**src/rtl/rf_dbg_ctrl.sv**
```systemverilog
// Register-file write-port arbiter and UART register-dump sequencer.
// Define DUMP_CHECKSUM_EN to append an XOR checksum byte after the dump.
module rf_dbg_ctrl #(
    parameter int NUM_REGS     = 32,
    parameter int ADDR_W       = 5,
    parameter int DATA_W       = 32,
    parameter int DRAIN_CYCLES = 2
) (
    input  logic              clk_o,
    input  logic              rst,
    input  logic              wb_we,
    input  logic [ADDR_W-1:0] wb_waddr,
    input  logic [DATA_W-1:0] wb_wdata,
    input  logic              dbg_wr_req,
    input  logic [ADDR_W-1:0] dbg_waddr,
    input  logic [DATA_W-1:0] dbg_wdata,
    output logic              dbg_wr_ack,
    output logic              rf_we,
    output logic [ADDR_W-1:0] rf_waddr,
    output logic [DATA_W-1:0] rf_wdata,
    input  logic              dump_start,
    output logic              dump_busy,
    output logic              dump_done,
    output logic              pipe_stall,
    output logic [ADDR_W-1:0] dump_raddr,
    input  logic [DATA_W-1:0] rf_rdata1,
    output logic              tx_valid,
    output logic [7:0]        tx_data,
    input  logic              tx_ready
);
    localparam int NB = DATA_W / 8;
    localparam int BW = (NB > 1) ? $clog2(NB) : 1;
    localparam int CW = (DRAIN_CYCLES > 1) ? $clog2(DRAIN_CYCLES) : 1;

    typedef enum logic [2:0] {
        IDLE,
        DRAIN,
        READ,
        SEND,
`ifdef DUMP_CHECKSUM_EN
        CKSUM,
`endif
        DONE
    } state_t;

    state_t                state, state_n;
    logic [CW-1:0]         drain_cnt, drain_cnt_n;
    logic [ADDR_W-1:0]     idx, idx_n;
    logic [BW-1:0]         bidx, bidx_n;
    logic [NB-1:0][7:0]    word, word_n;
    logic [7:0]            tx_byte;
`ifdef DUMP_CHECKSUM_EN
    logic [7:0]            cksum, cksum_n;
`endif

    // MSB byte goes out first
    assign tx_byte = word[BW'(NB-1) - bidx];

    always_ff @(posedge clk_o) begin
        if (rst) begin
            state     <= IDLE;
            drain_cnt <= '0;
            idx       <= '0;
            bidx      <= '0;
            word      <= '0;
`ifdef DUMP_CHECKSUM_EN
            cksum     <= '0;
`endif
        end else begin
            state     <= state_n;
            drain_cnt <= drain_cnt_n;
            idx       <= idx_n;
            bidx      <= bidx_n;
            word      <= word_n;
`ifdef DUMP_CHECKSUM_EN
            cksum     <= cksum_n;
`endif
        end
    end

    always_comb begin
        state_n     = state;
        drain_cnt_n = drain_cnt;
        idx_n       = idx;
        bidx_n      = bidx;
        word_n      = word;
`ifdef DUMP_CHECKSUM_EN
        cksum_n     = cksum;
`endif
        unique case (state)
            IDLE: begin
                if (dump_start) begin
                    state_n     = DRAIN;
                    drain_cnt_n = '0;
                    idx_n       = '0;
                    bidx_n      = '0;
`ifdef DUMP_CHECKSUM_EN
                    cksum_n     = '0;
`endif
                end
            end
            DRAIN: begin
                if (drain_cnt == CW'(DRAIN_CYCLES - 1))
                    state_n = READ;
                else
                    drain_cnt_n = drain_cnt + 1'b1;
            end
            READ: begin
                word_n  = (idx == '0) ? '0 : rf_rdata1;
                bidx_n  = '0;
                state_n = SEND;
            end
            SEND: begin
                if (tx_ready) begin
`ifdef DUMP_CHECKSUM_EN
                    cksum_n = cksum ^ tx_byte;
`endif
                    if (bidx == BW'(NB - 1)) begin
                        bidx_n = '0;
                        if (idx == ADDR_W'(NUM_REGS - 1)) begin
`ifdef DUMP_CHECKSUM_EN
                            state_n = CKSUM;
`else
                            state_n = DONE;
`endif
                        end else begin
                            idx_n   = idx + 1'b1;
                            state_n = READ;
                        end
                    end else begin
                        bidx_n = bidx + 1'b1;
                    end
                end
            end
`ifdef DUMP_CHECKSUM_EN
            CKSUM: begin
                if (tx_ready)
                    state_n = DONE;
            end
`endif
            DONE:    state_n = IDLE;
            default: state_n = IDLE;
        endcase
    end

    // Writeback always wins; debug writes only slip in while idle
    always_comb begin
        rf_we      = 1'b0;
        rf_waddr   = '0;
        rf_wdata   = '0;
        dbg_wr_ack = 1'b0;
        if (!rst) begin
            if (wb_we) begin
                rf_we    = 1'b1;
                rf_waddr = wb_waddr;
                rf_wdata = wb_wdata;
            end else if (dbg_wr_req && state == IDLE) begin
                dbg_wr_ack = 1'b1;
                rf_we      = (dbg_waddr != '0);
                rf_waddr   = dbg_waddr;
                rf_wdata   = dbg_wdata;
            end
        end
    end

    always_comb begin
        dump_busy  = (state != IDLE);
        pipe_stall = (state != IDLE);
        dump_done  = (state == DONE);
        dump_raddr = (state == READ) ? idx : '0;
        tx_valid   = 1'b0;
        tx_data    = '0;
        if (state == SEND) begin
            tx_valid = 1'b1;
            tx_data  = tx_byte;
        end
`ifdef DUMP_CHECKSUM_EN
        if (state == CKSUM) begin
            tx_valid = 1'b1;
            tx_data  = cksum;
        end
`endif
    end

endmodule

```
**config.mk**
```make
export PLATFORM = sky130hd
export DESIGN_NAME = rf_dbg_ctrl
export DESIGN_NICKNAME = d
export VERILOG_FILES = /design/src/rtl/rf_dbg_ctrl.sv
export SDC_FILE = /design/constraint.sdc
export NUM_CORES = 1
export LEC_CHECK = 0
export BUFFER_PORTS_ARGS = -buffer_cell sky130_fd_sc_hd__buf_2
export CAP_MARGIN = 0
export CORE_MARGIN = 10
export CORE_UTILIZATION = 35
export DETAILED_ROUTE_END_ITERATION = 10
export PLACE_DENSITY = 0.72
export SYNTH_ARGS = -nofsm -noshare
export SYNTH_HDL_FRONTEND = slang
export SYNTH_SLANG_ARGS = --single-unit
```
**constraint.sdc**
```tcl
create_clock -name clk_o -period 2.5 [get_ports clk_o]
set_input_delay 0.5 -clock clk_o [delete_from_list [all_inputs] [get_ports clk_o]]
set_output_delay 0.5 -clock clk_o [all_outputs]
set_load 0.01 [all_outputs]
```
== Word-level counts from Yosys, hierarchy flattened ==
Index checks and enable logic that the tools add are counted.
Word-level totals
  bits in registers: 43
  latch bits: 0
  bits in writable memories: 0
  bits in read-only memories: 0
  input port bits: 112
  output and inout bits: 56
  logic and storage cells: 72
  memories kept: 0
Operators by class
  $add $sub $neg: 4
  multipliers: 0
  div/mod/pow operators: 0
  magnitude comparators: 1
  equality and inequality tests: 11
  shift operators: 0
  mux-type cells: 36
  bitwise gates (word level): 0
  reduce and logical (&&, ||, !) cells: 12
Operators by type and width (number)
  32-bit two-way mux: 4
  5-bit two-way mux: 8
  8-bit binary-select mux with 2-bit select: 1
  8-bit two-way mux: 2
  3-bit two-way mux: 5
  3-bit case mux with 4 select lines: 1
  2-bit != test, second input constant: 5
  5-bit case mux with 2 select lines: 1
  1-bit two-way mux: 9
  3-bit by 2-bit == test with 1-bit output, second input constant: 2
  2-bit two-way mux: 3
  2-bit case mux with 3 select lines: 1
  3-bit nonzero test: 2
  5-bit by 1-bit adder with 5-bit output, second input constant: 1
  5-bit == test, second input constant: 1
  5-bit zero test: 1
  5-bit AND reduction: 1
  5-bit nonzero test: 1
  4-bit AND reduction: 1
  2-bit nonzero test: 2
  3-bit by 1-bit == test with 1-bit output, second input constant: 1
  3-bit == test, second input constant: 1
  3-bit zero test: 1
  2-bit by 3-bit < comparator with 1-bit output, second input constant: 1
  other kinds (8): 8

== Logic depth before layout (Yosys ltp) ==
Gate-level depths: netlist of run 1.
  depth after elaboration: 5
  mapped depth: 7
  mapped depth without buffers: 7

== Worst setup path before layout of run 1 ==
No wires, ideal clock.
  path kind: flip-flop to output port
  start point: reg state[1]
  end point: out rf_wdata[0]
  arrival: 1.723 ns
  data required time: 2.000 ns
  setup slack: 0.277 ns
  cell stages (with the launch flop): 8
  buffers on the path: 3
  cells stage by stage: dfxtp_1 -> buf_6 -> or3_4 -> or3b_4 -> nor2_4 -> buf_6 -> buf_6 -> a22o_1
Between the ends
  cells in the longest elaborated chain, start to end: 5
RTL lines
  from (decl): RTL line 46  | state_t state, state_n;
  from (signal assigned): RTL line 70  | state <= state_n;
  3-bit zero test: RTL line 157  | end else if (dbg_wr_req && state == IDLE) begin
  1-bit logical AND: RTL line 157
  32-bit two-way mux: RTL line 157
  32-bit two-way mux: RTL line 153  | if (wb_we) begin
  32-bit two-way mux: RTL line 152  | if (!rst) begin
  to (decl): RTL line 20  | output logic [DATA_W-1:0] rf_wdata,
Every way passes these cells.

== Worst setup path in the final report of run 1 ==
  start point: reg state[2]
  end point: out rf_wdata[19]
The elaborated chain is that of the path after synthesis.

==> results.txt, run 1 <==
Relative to the synthesized area, the layout overhead comes to 43.7%. Input and output buffers added on the ports amount to roughly 170. Setup violations remaining at the end of the flow were counted as 36.

For the worst flop-to-flop path, the logic depth is 7. The beginning of the worst register-to-register path is idx[0]. The portion of the post-synthesis area used by sequential elements is a little over a third. The cell at the root of the clock tree is sky130_fd_sc_hd__clkbuf_8. Global routing finished with a remaining overflow of 0. TritonCTS built the clock tree.

The critical hold path startpoint is rf_rdata1[18]. The global-route wire length before repair came out at approximately 14 mm. The worst register-to-register path ends at idx[2]. IR analysis of the VDD net gives a maximum drop of 333 uV. The final critical-path required period is about 2.5 ns. The TritonCTS sink count is 43. The cell count of the worst hold path is 3. The share of cells above drive strength 1 came out at a little under half. Averaged over all synthesized cells, the footprint is just over 9 um^2. The maximum clock skew at final layout came out at about 0.0072 ns.

The count of standard-cell rows is 29. The global placement routability congestion is roughly 0.81. The count of mapped cells out of synthesis came out at 261. The count of unresolved DRC violations after routing came out at 0. The first routing iteration left 140 violations. The class of the tightest hold or removal check is input port to flop. On the worst path, the slowest cell contributes a delay of 0.42 ns. The maximum number of pins on one net before global-route repair came out at 44.

The Yosys step of the flow raised 0 warnings. The clock slew seen by the registers of the worst setup and hold paths came out at roughly 0.080 ns. The checks that failed: setup timing. The number of vias in the routed layout is about 2700. The largest delay contributor family on the critical path is simple AND/OR/NAND/NOR gates. The number of violations of the max-capacitance limit came out at 0. The estimated wirelength of the detail-placed design came out at 7.80 mm. In this run, CTS created clock tree buffers numbering 5.

The total global-route track usage came out at about 17%. The first-pass iteration count of the detailed router came out at 5. The critical path in this run is classified as flop to output port.

The number of pins with negative max-slew slack in the final report was 0. The clock latency of the later-clocked register in the worst-skew pair is ~0.29 ns. The number of buffer and inverter stages on the critical path came out at 2.

The initial antenna violation count is 6. The biggest fanout along the worst timing path came out at 38. The die is slightly above 100 um tall. The synthesized area is 2370 um^2. The via-per-instance ratio came out at ~5.4.

The flow ran to the end, but the final reports show violations. The worst setup path is captured at an output port. The areal power density over the cells came out at approximately 410 nW/um^2. The layout net count is 534. The number of filler cells placed in the layout came out at 626. The critical path's slowest cell is sky130_fd_sc_hd__or3b_4.

The number of H-tree levels came out at 2. The total leakage power is around 1.6 nW. The die is between 100 and 150 um wide. The multi-input combinational cells in the finished layout cover a total of between 1000 and 1500 um^2. The total count of hold-check failures in the final report is 0. The required time reported for the critical path endpoint came out at about 2.0 ns.

The aggregate routed wire length came out at 9.44 mm. The relative max-transition margin is between 60% and 70%. The ratio of final minimum period to clock period is 102%. Setup total negative slack on the finished layout was measured at -0.430 ns.

The number of flip-flops and latches in the synthesized netlist is 43. The capture endpoint of the worst hold path is word[18]. The number of routed nets with antenna violations came out at 0. Overall power consumption after layout is estimated at between 1 and 1.5 mW. The least setup slack across all paths after layout is -0.0391 ns. In the final layout, flip-flops and latches occupy approximately 860 um^2.

The via count of the first global-routing pass came to ~2600. The post-synth net total came out at 377. The floorplan step defined a die boundary enclosing roughly 10000 um^2.

The arrival time reported for the critical path endpoint is 2.04 ns. The routed wire length per instance came out at ~19 um. Setup repair after global routing could not meet its margin everywhere. The instance count after placement with tap cells included is 488. The maximum operating frequency came out at just under 400 MHz.

The worst setup path is launched from a flop. The critical path goes through or3_4, or3b_4, nor2_4, buf_12, a22o_1, buf_2. The finished layout holds 502 standard cells, fillers aside.

After floorplanning, the core was sized to cover 6460 um^2. The actual slew at the worst max-slew pin is roughly 0.57 ns. The netlist uses 37 different library cells. The maximum buffer depth of the clock tree came out at 2. The starting density of the core came out at 36.8%. Pin placement for this block handled approximately 170 I/O pins. The internal reg-to-reg setup slack came out at 0.63 ns.
## area by class of cell
cell class,count,area share [%]
multi-input combinational,186,39.8
antenna,6,0.440
clock inverter,2,0.367
sequential,43,25.3
tap,77,2.82
clock buffer,6,2.13
inverter,5,0.550
timing repair buffer,177,28.6
## state kept, by name, summed over array words and instances (netlist names)
name       count
bidx           2
state          3
word          32
drain_cnt      1
idx            5
## how the worst max path moves through the flow
| stage | start | to | cells after the start |
|---|---|---|---|
| 6_report | state[2] | rf_wdata[19] | 6 |
| 3_3_place_gp | state[2] | rf_wdata[19] | 6 |
| 5_1_grt | state[2] | rf_wdata[19] | 6 |
| 2_1_floorplan | state[1] | rf_wdata[0] | 7 |
| 4_1_cts | state[2] | rf_wdata[19] | 6 |
| 3_5_place_dp | state[2] | rf_wdata[4] | 6 |
## cell usage after synthesis
cell,n,area [um^2]
sky130_fd_sc_hd__nand3b_1,2,15.0
sky130_fd_sc_hd__and2_1,11,68.8
sky130_fd_sc_hd__or3_1,2,12.5
sky130_fd_sc_hd__dfxtp_1,43,861
sky130_fd_sc_hd__mux4_2,8,180
sky130_fd_sc_hd__nor4b_1,2,17.5
sky130_fd_sc_hd__o21bai_1,1,7.51
sky130_fd_sc_hd__nor2_1,42,158
sky130_fd_sc_hd__a31oi_1,2,12.5
sky130_fd_sc_hd__inv_1,5,18.8
sky130_fd_sc_hd__and3_1,1,6.26
sky130_fd_sc_hd__or3b_4,1,11.3
sky130_fd_sc_hd__or4b_2,1,10.0
sky130_fd_sc_hd__nor3b_1,1,7.51
sky130_fd_sc_hd__a41oi_1,1,8.76
sky130_fd_sc_hd__o21ai_0,3,15.0
sky130_fd_sc_hd__nand2b_1,1,6.26
sky130_fd_sc_hd__a22o_1,37,324
sky130_fd_sc_hd__nor2_4,1,11.3
sky130_fd_sc_hd__nand3_1,3,15.0
sky130_fd_sc_hd__or4_1,1,7.51
sky130_fd_sc_hd__buf_4,1,7.51
sky130_fd_sc_hd__a2111oi_0,1,8.76
sky130_fd_sc_hd__o211ai_1,2,15.0
sky130_fd_sc_hd__and3b_1,1,8.76
sky130_fd_sc_hd__a22oi_1,33,248
sky130_fd_sc_hd__or3b_1,1,8.76
sky130_fd_sc_hd__or3_4,1,11.3
sky130_fd_sc_hd__a21oi_1,8,40.0
sky130_fd_sc_hd__buf_2,5,25.0
sky130_fd_sc_hd__nor3_1,4,20.0
sky130_fd_sc_hd__nand2_1,7,26.3
sky130_fd_sc_hd__clkbuf_1,17,63.8
sky130_fd_sc_hd__ha_1,4,50.1
sky130_fd_sc_hd__buf_6,4,45.0
sky130_fd_sc_hd__mux2i_1,1,10.0
sky130_fd_sc_hd__nor2b_1,2,12.5
## cell families (layout without fill, tap and decap cells)
| kind of cell | after synthesis | in the layout | synth area share (%) |
|---|---|---|---|
| AOI/OAI and AO/OA | 88 | 88 | 28.6 |
| and+or+nand+nor | 85 | 85 | 18.3 |
| DFF | 43 | 43 | 36.2 |
| buffers and inverters | 32 | 190 | 6.74 |
| muxes | 9 | 9 | 8.01 |
| adders and majority gates | 4 | 4 | 2.11 |
| other | 0 | 6 | 0 |
## placed cells by master (no fill, tap or decap), types with 3 or more instances in the layout
cell                       Yosys  routed
sky130_fd_sc_hd__a21oi_1       8       8
sky130_fd_sc_hd__a22o_1       37      37
sky130_fd_sc_hd__a22oi_1      33      33
sky130_fd_sc_hd__and2_1       11      11
sky130_fd_sc_hd__buf_2         5     158
sky130_fd_sc_hd__buf_4         1      10
sky130_fd_sc_hd__buf_6         4       8
sky130_fd_sc_hd__clkbuf_8      0       5
sky130_fd_sc_hd__dfxtp_1      43      42
sky130_fd_sc_hd__diode_2       0       6
sky130_fd_sc_hd__ha_1          4       4
sky130_fd_sc_hd__inv_1         5       5
sky130_fd_sc_hd__mux4_2        8       8
sky130_fd_sc_hd__nand2_1       7       7
sky130_fd_sc_hd__nand3_1       3       3
sky130_fd_sc_hd__nor2_1       42      41
sky130_fd_sc_hd__nor3_1        4       4
sky130_fd_sc_hd__o21ai_0       3       3
## metal layers
| metal | global-route usage (%) | vias to the layer above | part of all wire, % |
|---|---|---|---|
| li1 | - | 1300 | - |
| met1 | 16.4 | 1282 | 36 |
| met2 | 30.1 | 125 | 53 |
| met3 | 4.86 | 13 | 9.3 |
| met4 | 9.98 | 0 | 1.8 |
| met5 | 0 | - | 0 |
## worst reg2reg max path, cell delays in order (launching register included)
cell and delay, ns:
sky130_fd_sc_hd__dfxtp_1 0.39, sky130_fd_sc_hd__ha_1 0.21, sky130_fd_sc_hd__and3_1 0.17, sky130_fd_sc_hd__ha_1 0.19, sky130_fd_sc_hd__and3b_1 0.22, sky130_fd_sc_hd__a21oi_1 0.35, sky130_fd_sc_hd__o21ai_0 0.15, sky130_fd_sc_hd__a21oi_1 0.13
## where the power goes
part | switching (mW) | internal [mW] | leakage (nW) | total (mW)
Sequential | 0.00263 | 0.688 | 0.347 | 0.691
Combinational | 0.139 | 0.149 | 1.22 | 0.288
Clock | 0.235 | 0.195 | 0.0412 | 0.431
## per-stage QoR
stage | cell area [um^2] | util, % | setup WS [ns] | hold WS (ns)
4_1_cts | 3370 | 52.2 | -0.0591 | 0.434
5_1_grt | 3410 | 52.8 | -0.122 | 0.444
3_5_place_dp | 3260 | 50.4 | 0.257 | 0.489
3_3_place_gp | 3260 | 50.4 | 0.294 | 0.477
6_report | 3410 | 52.8 | -0.0391 | 0.438
2_1_floorplan | 2370 | - | 0.277 | 0.458
## repair_timing
action	CTS	global route
endpoints found under the setup margin	37	37
resized for setup	7	5
hold buffers	0	0
buffers inserted	0	0
hold endpoints to repair	0	0
pin swaps	1	0
Note: power is estimated with default switching activity, not from simulation.
==> inputs of run 2 (changes only) <==
- CORE_ASPECT_RATIO: default -> 2
==> run 2 against run 1 <==
Net effect:
- the run still ends with setup timing left
- sequential share of layout area is 1.5 points lower
- sequential power hardly changed
- non-clock buffer count is 8 higher
- highest routed layer is now met5
- worst setup slack worse by 0.026 ns
==> results.txt, run 2 (synthesis gave the netlist of run 1 again) <==
The flow ran to the end, but the final reports show violations. The final reports fail on setup timing. The actual slew at the worst max-slew pin came out at between 0.6 and 0.7 ns. The maximum number of pins on one net before global-route repair is 44. The placeable core region is around 6600 um^2.

The number of violations of the max-capacitance limit came out at 0. The aggregate routed wire length came out at a little over 10 mm. The via count of the first global-routing pass is between 2000 and 3000.

The number of H-tree levels is 2. The register with the most flip-flops in the layout has 32 of them. Leaving out fill and tap cells, the most frequent cell in the layout is sky130_fd_sc_hd__buf_2. The number of hold buffers added after cts is 0. The maximum VDD drop came out at 589 uV. Once the floorplan was initialized, standard cells occupied between 30% and 40% of the core. The number of pins with negative max-slew slack in the final report came out at 0.

The TritonCTS sink count is 43. The setup TNS is -1.41 ns. about 170 I/O pins were placed. In the post-route analysis, the smallest setup slack over all paths is -0.0646 ns. On the final layout, the worst hold slack is between 0.4 and 0.5 ns. The final critical-path required period is between 2 and 3 ns. In the routed design, unresolved DRC markers number 0. The initial antenna violation count is 16. The depth of the worst register-to-register path came out at 7.

The congestion estimate from routability-driven global placement came to roughly 0.87. The critical path's slowest cell is sky130_fd_sc_hd__or3b_4. The maximum buffer depth of the clock tree came out at 2. The worst setup path is captured at an output port.

For this design the static power due to leakage is 1.71 nW. The clock latency of the later-clocked register in the worst-skew pair came out at ~0.28 ns. After layout, the worst path uses 103% of the clock period.

After the last flow step, the layout net total stands at between 500 and 600. The required time reported for the critical path endpoint came out at about 2 ns. The number of vias in the routed layout came out at 2820. The final number of setup-violating endpoints came out at 37.

The total overflow left after global routing is 0. Setup repair after global routing could not meet its margin everywhere. More flip-flops sit in one register than any other, and that register is word.

The synthesis-to-finish area growth came out at 52.7%. The clock slew seen by the registers of the worst setup and hold paths is roughly 0.06 ns. TritonCTS built the clock tree. The critical path goes through or3_4, or3b_4, nor2_4, buf_12, buf_6, a22o_1, buf_2. The first-pass iteration count of the detailed router is 4. The maximum clock skew at final layout came out at ~0.0023 ns. In this run, the number of DRC markers left after iteration 0 of detailed routing was between 70 and 80. In this run the tightest slew margin relative to its limit is between 50% and 60%. The biggest fanout along the worst timing path came out at 9. The kind of start point of the critical path is a flop. The global-route wire length before repair is about 15 mm. The x dimension of the die came out at 78.2 um. The via-per-instance ratio came out at ~5.4. The area of all sequential standard cells came out at roughly 860 um^2.

The largest registers in the layout are word x32, idx x5, state x3. The maximum single-stage delay on the critical path came out at 0.40 ns. The floorplan die area is approximately 11000 um^2. Data on the critical path arrives at its endpoint at ~2.1 ns. The number of filler cells placed in the layout came out at 637. The overall die height came out at ~140 um. The estimated wirelength of the detail-placed design came out at 8.12 mm.

The count of buffers inserted at the top-level ports is approximately 170. The critical path is of the flop to output port type. The total count of hold-check failures in the final report came out at 0.

The total global-route track usage came out at 17.3%. Of the cells placed in the final design, the portion with a size suffix greater than 1 is about half. In the final routed layout, each cell accounts on average for just under 20 um.

The number of routed nets with antenna violations is 0. The tree is rooted in a sky130_fd_sc_hd__clkbuf_16. Power spread over the standard cell area amounts to 485 nW/um^2. The area used by multi-input combinational logic is ~1400 um^2. The cell count of the worst hold path is 3.

The top cell types in the final layout, fill and taps aside, are sky130_fd_sc_hd__buf_2 (165), sky130_fd_sc_hd__nor2_1 (41), sky130_fd_sc_hd__dfxtp_1 (41). The floorplan has 42 rows. The worst hold path belongs to the class input port to flop. The maximum operating frequency came out at around 400 MHz. The number of clock buffers added by TritonCTS is 5. Summing internal, switching and leakage power gives 1.76 mW.
==> run 2: cell types whose count changed in the layout (fill, tap and decap cells not counted), sizes merged <==
cell / previous run / this run
buf: 177 / 182
clkbuf: 6 / 9
diode: 6 / 12
clkinvlp: 1 / 0
bufinv: 0 / 1
==> run 2: layer usage <==
metal  global-route usage, %  vias to the layer above  part of all wire (%)
met5                       0                        -                  0.44
met4                    6.41                        6                   3.2
met3                    14.9                       31                    17
met2                    28.5                      183                    47
met1                    14.7                     1268                    32
li1                        -                     1332                     -
==> run 2: worst max-delay path: cells and delay by family (launching register included) <==
kind            cells  cell delay (ns)
flops               1             0.32
compound gates      1             0.13
simple gates        3             0.91
buf+inv             3             0.41
==> run 2: power by group <==
group	switching, mW	total, mW	leakage, nW	internal, mW
sequential	0.00286	0.692	0.347	0.690
clock	0.261	0.757	0.0869	0.496
combinational	0.151	0.311	1.28	0.160
==> run 2: stage by stage <==
| step | instance area [um^2] | utilization [%] | std cells | setup slack, ns |
|---|---|---|---|---|
| 2_1_floorplan | 2370 | - | 261 | 0.277 |
| 3_3_place_gp | 3270 | 49.4 | 499 | 0.308 |
| 3_5_place_dp | 3270 | 49.4 | 499 | 0.276 |
| 4_1_cts | 3450 | 52.0 | 507 | -0.0381 |
| 5_1_grt | 3610 | 54.5 | 520 | -0.125 |
| 6_report | 3630 | 54.8 | 527 | -0.0646 |
==> run 2: repair_timing <==
item	4_1_cts	5_1_grt
buffers inserted	0	2
pin swaps	2	8
resized for setup	0	4
endpoints found under the setup margin	9	37
gates cloned	0	6
==> run 2: layout make-up <==
type | count | area share, %
Tap cell | 88 | 3.04
Multi-Input combinational cell | 186 | 37.5
Inverter | 5 | 0.517
Antenna cell | 12 | 0.828
Clock inverter | 2 | 0.966
Sequential cell | 43 | 23.8
Timing Repair Buffer | 185 | 29.6
Clock buffer | 6 | 3.83
==> run 2: final timing paths <==
kind                                    from          end  slack [ns]
worst max-delay path                state[0]  rf_waddr[0]       -0.06
worst min-delay path            rf_rdata1[7]      word[7]        0.45
worst max register to register      state[2]     word[29]        0.60
worst min register to register        idx[1]       idx[1]        0.50
